$ cat src/rtl/colorclk_dds.sv
// colorclk_dds: 4x colour-subcarrier DDS, retuned only at accumulator wrap, with a settle flag
module colorclk_dds #(
  parameter int ACC_W = 32,
  parameter logic [ACC_W-1:0] TW_PAL  = ACC_W'(761689901),
  parameter logic [ACC_W-1:0] TW_PALN = ACC_W'(615396432),
  parameter logic [ACC_W-1:0] TW_NTSC = ACC_W'(614961234),
  parameter logic [ACC_W-1:0] TW_PALM = ACC_W'(614289650),
  parameter int SETTLE_W = 10
) (
  input  logic             clk,
  input  logic             rst,
  input  logic             mode,
  input  logic             altern,
  input  logic             enable,
  output logic             clkcolor4x,
  output logic             stable,
  output logic [ACC_W-1:0] tw_active
);
  logic [1:0]          r_m_sync, r_a_sync, r_e_sync;
  logic [ACC_W-1:0]    r_acc;
  logic [SETTLE_W-1:0] r_settle;
  logic                w_m_s, w_a_s, w_e_s;
  logic [ACC_W-1:0]    w_tw_pending;
  logic [ACC_W:0]      w_sum;
  always_comb begin
    w_m_s = r_m_sync[1];
    w_a_s = r_a_sync[1];
    w_e_s = r_e_sync[1];
    w_tw_pending = w_m_s ? (w_a_s ? TW_PALM : TW_NTSC) : (w_a_s ? TW_PALN : TW_PAL);
    w_sum = {1'b0, r_acc} + {1'b0, tw_active};
  end
  // the wrapping add still uses the old word, so a retune never shortens a phase
  always_ff @(posedge clk or posedge rst)
    if (rst) begin
      r_m_sync   <= '0;
      r_a_sync   <= '0;
      r_e_sync   <= '0;
      r_acc      <= '0;
      r_settle   <= '0;
      tw_active  <= TW_PAL;
      clkcolor4x <= 1'b1;
      stable     <= 1'b0;
    end else begin
      r_m_sync   <= {r_m_sync[0], mode};
      r_a_sync   <= {r_a_sync[0], altern};
      r_e_sync   <= {r_e_sync[0], enable};
      r_acc      <= w_e_s ? w_sum[ACC_W-1:0] : '0;
      if (!w_e_s || w_sum[ACC_W]) tw_active <= w_tw_pending;
      clkcolor4x <= w_e_s ? w_sum[ACC_W-1] : 1'b1;
      r_settle   <= (!w_e_s || w_tw_pending != tw_active) ? '0 : r_settle + SETTLE_W'(~&r_settle);
      stable     <= &r_settle;
    end
endmodule

$ cat config.mk
export PLATFORM = sky130hd
export DESIGN_NAME = colorclk_dds
export DESIGN_NICKNAME = d
export VERILOG_FILES = /design/src/rtl/colorclk_dds.sv
export SDC_FILE = /design/constraint.sdc
export NUM_CORES = 1
export LEC_CHECK = 0
export CORE_UTILIZATION = 55
export DETAILED_ROUTE_END_ITERATION = 7
export PLACE_DENSITY = 0.77
export RECOVER_POWER = 25
export SLEW_MARGIN = 30
export SYNTH_ARGS = -nofsm -noshare
export SYNTH_HDL_FRONTEND = slang
export SYNTH_SLANG_ARGS = --single-unit
$ cat constraint.sdc
create_clock -name clk -period 3 [get_ports clk]
set_input_delay 0.45 -clock clk [delete_from_list [all_inputs] [get_ports clk]]
set_output_delay 0.45 -clock clk [all_outputs]
set_load 0.05 [all_outputs]
Yosys cells after proc, flatten, opt, wreduce, memory -nomap -nowiden
Cells that the tools add are included.
- add/subtract/negate cells: 2
- eq/ne operators: 1
- mux-type cells: 6
- reduce and logical (&&, ||, !) cells: 5
- operators with widths (kind ; number):
    28-bit two-way mux ; 2
    32-bit by 32-bit adder with 33-bit output ; 1
    32-bit two-way mux ; 1
    30-bit by 32-bit inequality test with 1-bit output ; 1
    22-bit two-way mux ; 1
    10-bit by 1-bit adder with 10-bit output ; 1
    10-bit two-way mux ; 1
    10-bit AND reduction ; 1
    1-bit zero test ; 2
    1-bit logical OR ; 2
    1-bit two-way mux ; 1
- register bits after elaboration: 82
- input bits: 5
- output and inout port bits: 34
- word-level logic and storage cells: 22

Depth between registers and ports, before layout
Gate-level depths: netlist of run 1.
- depth after elaboration: 5
- gate-level depth with buffers: 10
- depth with buffers taken out: 9

Worst setup path before layout of run 1
OpenSTA, ideal clock, no wires.
- path type: reg-to-reg
- start: register tw_active[24]
- end: register tw_active[21]
- setup time: 0.061 ns
- arrival time: 2.839 ns
- data required time: 2.939 ns
- path slack: 0.100 ns
- stages on the path, launching flop included: 11
- path buffers: 1
- period minus slack after synthesis: 2.900 ns
- cell sequence: dfstp_2 -> ha_1 -> inv_1 -> fa_1 -> nand2b_1 -> a21oi_1 -> o311ai_1 -> a31o_1 -> buf_2 -> a221oi_1 -> and2_1
- cells in the longest elaborated chain, start to end: 2
- ends and longest elaborated chain (element ; line ; text):
    from (decl) ; 17 ; output logic [ACC_W-1:0] tw_active
    from (signal assigned) ; 48 ; if (!w_e_s || w_sum[ACC_W]) tw_active <= w_tw_pending;
    32-bit by 32-bit adder with 33-bit output ; 30 ; w_sum = {1'b0, r_acc} + {1'b0, tw_active};
    1-bit logical OR ; 48 ;
Every way passes these cells.
A chain may end at the register's enable or synchronous reset.

Final worst setup path of run 1
- start: register tw_active[24]
- end: register tw_active[24]
The elaborated chain is that of the path after synthesis.

==> summary.md, run 1 <==
| Metric | Value |
|---|---|
| CTS Sinks | `59` |
| Met1 WL | `4.864 mm` |
| Crit end category | `flop` |
| Syn. warnings | `0` |
| Initial Util | `58.23%` |
| Wirelength per Cell | `17.56 µm` |
| Status | `complete, no violations` |
| Net count, final | `557` |
| Die area | `0.008202 mm²` |
| Post-CTS Setup Bufs | `0` |
| End-of-flow core utilization | `64.62%` |
| R2r endpoint | `tw_active[24]` |
| First-pass GRT wire length | `18.74 mm` |
| Arr. time, crit path | `3120 ps` |
| Hold-fix buffers at CTS | `0` |
| # IOs | `39` |
| Synthesized flop and latch total | `59` |
| Final period util | `94.86%` |
| Antenna-violating nets left | `0` |
| Final wirelength | `11.01 mm` |
| Layout cells sized above 1 | `7.008%` |
| FF/Latch Area | `0.001483 mm²` |
| Final worst slack | `154.2 ps` |
| Unique masters post-synth | `68` |
| Pin count of the biggest net entering global routing | `29` |
| Max layer used | `met4` |
| Post-place setup slack | `225.9 ps` |
| WS Path Type | `reg -> reg` |
| # resized after CTS | `0` |
| Worst-path fanout max | `9` |
| Worst R2R Start | `tw_active[24]` |
| Final setup violation count | `0` |
| CP Launch Type | `flop` |
| CTS tree | `built` |
| Synth-to-layout area growth | `10.96%` |
| Power per cell area | `1216 mW/mm²` |
| Setup skew after layout | `7.603 ps` |
| Post-layout minimum cycle time | `2846 ps` |
| Reg2reg setup slack | `150 ps` |
| Post-synth EDFFs | `0` |
| Filler instances | `631` |
| R2R depth | `10` |
| DR pass1 iterations | `5` |
| Port Buffers | `29` |
| Required time worst endpoint | `3280 ps` |
| Total number of vias | `3,922` |
| Commonest non-fill, non-tap cell in the layout | `nand2_1` |
| CTS Root Buffer Type | `clkbuf_8` |
| Met3 wire length | `751 µm` |
| Die height | `90.57 µm` |
| FMAX | `351.4 MHz` |
| Die W | `90.57 µm` |
| Clock transition at the registers of the reported paths | `70 ps` |
| Post-Layout Cell Count | `627` |
| Final GP Congestion | `0.9752` |
| Worst skew pair latency | `340 ps` |
| Unrepaired setup endpoints after global routing | `no` |
| Avg Inst Size Synth | `8.509 µm²` |
| Iter 0 DRT Violations | `274` |
| ANT cells | `0` |
| Total gr overflow | `0` |
| Worst Hold Slack | `349.8 ps` |
| Initial antenna violation count | `0` |
| Peak VDD IR | `0.0006587 V` |
| Clock Tree Buf Depth | `2` |
| Asr flop ratio synth | `100.0%` |
| Worst setup path endpoint | `tw_active[24]` |
| Met2 WL | `5.118 mm` |
| Vias in the first global route | `3,743` |
| Tot GR Track Use | `28.66%` |
| Syn Std Cell Area | `0.004314 mm²` |
| CP startpoint | `tw_active[24]` |
| Core box area | `0.007408 mm²` |
| Mapped Cells | `507` |
| Footprint of the multi-input gates | `0.002511 mm²` |
| Worst min path class | `reg -> reg` |
| Register area share after synthesis | `34.37%` |
| Vias per Instance | `6.255` |
| H-tree depth | `3` |
| Placed Cells | `611` |
| Rel. slew slack | `13.08%` |
| Worst-Margin Slew | `1304 ps` |
| Dpl hpwl | `8.072 mm` |
| Slew Viols, Final | `0` |
| Top FF cell, synth | `dfrtp_1` |
| Rows | `31` |
| Max Cap Viol | `0` |
| Drc violations | `0` |
| Leakage | `2.097 nW` |
| Setup TNS | `0 ps` |
| Num CTS Buffers | `9` |
| Most frequent cells in the layout | `57 x nand2_1, 54 x dfrtp_1, 46 x nor2_1` |
| Final hold vios | `0` |
[how the worst min path moves through the flow]
| stage | cells past startpoint | slack [ps] | end | from |
|---|---|---|---|---|
| final | 0 | 350 | r_m_sync[1] | r_m_sync[0] |
| after global routing | 0 | 370 | r_m_sync[1] | r_m_sync[0] |
| after CTS | 0 | 350 | r_m_sync[1] | r_m_sync[0] |
| after detailed placement | 0 | 340 | r_a_sync[1] | r_a_sync[0] |
| after global placement | 0 | 330 | r_e_sync[1] | r_e_sync[0] |
| after floorplan | 0 | 330 | r_a_sync[1] | r_a_sync[0] |
[state kept, by name (all words and copies together), names as in the netlist]
register	flops
r_acc	32
r_a_sync	2
r_settle	10
r_e_sync	2
r_m_sync	2
tw_active	9
clkcolor4x	1
stable	1
[per-layer routing]
layer / vias up / global-route usage, %
li1: 1818 / -
met1: 1883 / 38.44
met2: 190 / 46.28
met3: 31 / 5.303
met4: 0 / 9.946
met5: - / 0
[Yosys cell counts, drive strengths merged, types with 4 or more instances]
library cell	number	share of area [%]
dfstp	5	3.0
a31oi	5	0.73
o211ai	6	1.0
o21ai	20	2.3
o21a	8	1.4
clkbuf	11	0.96
o311ai	4	0.81
mux2i	8	1.9
xnor2	12	2.4
a211oi	5	0.99
nand3	22	2.6
o31ai	6	1.2
a2bb2oi	4	0.81
a21boi	7	1.3
nand2	57	5.0
a21oi	32	3.7
buf	32	5.3
and2	11	1.6
ha	28	8.1
nor2	47	4.1
nand2b	7	1.0
xor2	9	1.8
inv	20	1.7
a21o	9	1.6
nor3	22	2.6
dfrtp	54	31
[power breakdown]
part | switching, mW | leakage (nW) | internal, mW | total (mW)
logic | 2.31 | 1.24 | 1.38 | 3.69
registers | 0.266 | 0.746 | 1.06 | 1.32
clock network | 0.341 | 0.106 | 0.469 | 0.810
[kinds of logic (layout without fill, tap and decap cells)]
family / Yosys count / after routing / synth area share [%]
other: 2 / 9 / 0.1741
buffers and inverters: 63 / 77 / 8.034
xor gates and xnor gates: 21 / 21 / 4.263
AOI/OAI and AO/OA: 133 / 133 / 21.37
muxes: 9 / 9 / 2.117
DFF: 59 / 59 / 34.37
adders and majority gates: 29 / 29 / 8.585
and+or+nand+nor: 191 / 191 / 21.09
[stage by stage]
stage,power (mW),area [µm²]
after CTS,5.767,4803
after detailed placement,4.935,4586
after global routing,6.217,4787
final,5.819,4787
after floorplan,4.142,4340
after global placement,4.840,4586
[layout make-up]
type	count	share of cell area, %
Clock buffer	10	2.666
Sequential cell	59	30.97
Inverter	20	1.568
Timing Repair Buffer	41	7.867
Tap cell	99	2.588
Clock inverter	6	1.882
Multi-Input combinational cell	392	52.46
[critical path, stage by stage (launching register included)]
cell and delay (ps):
dfstp_2 600, ha_1 200, inv_1 60, fa_1 390, nand2b_1 180, a21oi_1 250
o311ai_1 230, a31o_1 320, buf_4 180, o21ai_1 210, a311o_1 170
Power figures use the tool's default switching activity.
==> run 2, diff against run 1 <==
- CORE_UTILIZATION: 55 -> 45
- GPL_TIMING_DRIVEN: default -> 0
- PLACE_DENSITY: 0.77 -> default
==> summary.md, run 2 (synthesized netlist as in run 1, its figures left out) <==
| Metric | Value |
|---|---|
| Total gr overflow | `0 (unchanged)` |
| Final setup violation count | `0 (unchanged)` |
| Num CTS Buffers | `9 (unchanged)` |
| Worst min path class | `reg -> reg (unchanged)` |
| Die W | `99.92 µm (was 90.57 µm)` |
| Status | `complete, no violations (unchanged)` |
| Largest regs | `r_acc (32), r_settle (10), tw_active (9) (unchanged)` |
| Final worst slack | `126.1 ps (was 154.2 ps)` |
| Most frequent cells in the layout | `57 x nand2_1, 54 x dfrtp_1, 46 x nor2_1 (unchanged)` |
| Dpl hpwl | `7.997 mm (was 8.072 mm)` |
| CTS Root Buffer Type | `clkbuf_8 (unchanged)` |
| Synth-to-layout area growth | `18.27% (was 10.96%)` |
| End-of-flow core utilization | `54.96% (was 64.62%)` |
| Net count, final | `593 (was 557)` |
| WS Path Type | `reg -> reg (unchanged)` |
| Unrepaired setup endpoints after global routing | `yes (was no)` |
| Vias per Instance | `5.576 (was 6.255)` |
| Worst-path fanout max | `10 (was 9)` |
| Pin count of the biggest net entering global routing | `39 (was 29)` |
| Rows | `35 (was 31)` |
| Peak VDD IR | `0.0005547 V (was 0.0006587 V)` |
| Die height | `99.92 µm (was 90.57 µm)` |
| Final period util | `95.80% (was 94.86%)` |
| Max Cap Viol | `0 (unchanged)` |
| Vias in the first global route | `3,591 (was 3,743)` |
| Setup TNS | `0 ps (unchanged)` |
| Leakage | `2.231 nW (was 2.097 nW)` |
| Drc violations | `0 (unchanged)` |
| Post-layout minimum cycle time | `2874 ps (was 2846 ps)` |
| H-tree depth | `3 (unchanged)` |
| Arr. time, crit path | `3170 ps (was 3120 ps)` |
| CTS tree | `built (unchanged)` |
| Worst-Margin Slew | `989.2 ps (was 1304 ps)` |
| Final GP Congestion | `0.8502 (was 0.9752)` |
| Initial Util | `46.47% (was 58.23%)` |
| Hold-fix buffers at CTS | `0 (unchanged)` |
| Core box area | `0.009284 mm² (was 0.007408 mm²)` |
| CTS Sinks | `59 (unchanged)` |
| Post-Layout Cell Count | `693 (was 627)` |
| Post-place setup slack | `-337.7 ps (was 225.9 ps)` |
| Final hold vios | `0 (unchanged)` |
| First-pass GRT wire length | `18.01 mm (was 18.74 mm)` |
| Clock transition at the registers of the reported paths | `70 ps (about the same)` |
| DR pass1 iterations | `5 (unchanged)` |
| Setup skew after layout | `7.544 ps (was 7.603 ps)` |
| FMAX | `348.0 MHz (was 351.4 MHz)` |
| Required time worst endpoint | `3300 ps (was 3280 ps)` |
| Antenna-violating nets left | `0 (unchanged)` |
| Total number of vias | `3,864 (was 3,922)` |
| # IOs | `39 (unchanged)` |
| Worst skew pair latency | `350 ps (was 340 ps)` |
| Slew Viols, Final | `0 (unchanged)` |
| CP Launch Type | `flop (unchanged)` |
| ANT cells | `0 (unchanged)` |
| Crit end category | `flop (unchanged)` |
| Most flops, register | `r_acc (unchanged)` |
| Port Buffers | `29 (unchanged)` |
| Iter 0 DRT Violations | `212 (was 274)` |
| Die area | `0.009983 mm² (was 0.008202 mm²)` |
| Clock Tree Buf Depth | `2 (unchanged)` |
| Layout cells sized above 1 | `12.59% (was 7.008%)` |
| Power per cell area | `1171 mW/mm² (was 1216 mW/mm²)` |
| Initial antenna violation count | `0 (unchanged)` |
| Rel. slew slack | `33.69% (was 13.08%)` |
| Tot GR Track Use | `23.48% (was 28.66%)` |
| Max reg flops | `32 (unchanged)` |
| Final wirelength | `11.13 mm (was 11.01 mm)` |
| Commonest non-fill, non-tap cell in the layout | `nand2_1 (unchanged)` |
| Placed Cells | `673 (was 611)` |
| Wirelength per Cell | `16.05 µm (was 17.56 µm)` |
run 2: path summary, 6_finish.rpt:
| kind | start | end | slack (ps) | cells after the start |
|---|---|---|---|---|
| worst min-delay path | r_e_sync[0] | r_e_sync[1] | 350 | 0 |
| min in group asynchronous | rst | r_acc[28] | 710 | 2 |
| worst min register to register | r_e_sync[0] | r_e_sync[1] | 350 | 0 |
| worst max-delay path | tw_active[24] | tw_active[21] | 130 | 10 |
| max in group asynchronous | rst | r_acc[1] | 890 | 3 |
| worst max register to register | tw_active[24] | tw_active[21] | 130 | 10 |
run 2: worst max-delay path, cell delays in order, from the launching register on:
cell	delay [ps]
dfstp_4	710
ha_1	190
inv_1	50
fa_1	380
nand2b_1	190
a21oi_2	210
o311ai_2	180
a31o_1	270
buf_2	190
a221oi_1	290
and2_1	170
run 2: metrics by stage:
step / hold slack (ps) / power, mW / instance area [µm²]
after floorplan: 331.2 / 4.142 / 4340
after global placement: 332.9 / 4.989 / 4792
after detailed placement: 337.3 / 5.054 / 4815
after CTS: 353.8 / 5.914 / 5056
after global routing: 363.5 / 6.447 / 5102
final: 350.6 / 5.977 / 5102
run 2: final cells by class:
type                       count  area, µm²
sequential                    59       1486
multi-input combinational    392       2552
tap                          129      161.4
clock inverter                 6      90.09
buffer                        43      272.8
inverter                      20      76.32
fill                         901       4182
timing repair buffer          34      335.3
clock buffer                  10      127.6
run 2: where the power goes:
part	internal (mW)	leakage, nW	switching, mW
registers	1.06	0.747	0.254
clock network	0.469	0.106	0.346
logic	1.51	1.38	2.33
total	3.04	2.23	2.93
run 2: timing repair:
| item | CTS | global route |
|---|---|---|
| cloned | 0 | 0 |
| endpoints found under the setup margin | 13 | 6 |
| pin swaps | 0 | 2 |
| resized for setup | 4 | 6 |
| setup buffers | 1 | 3 |
run 2: per-layer routing:
layer	up-vias	GRT usage, %	part of all wire [%]
met5	-	0	0
met4	0	8.258	2.1
met3	18	4.735	5.4
met2	113	37.35	45
met1	1841	31.80	47
li1	1892	-	-
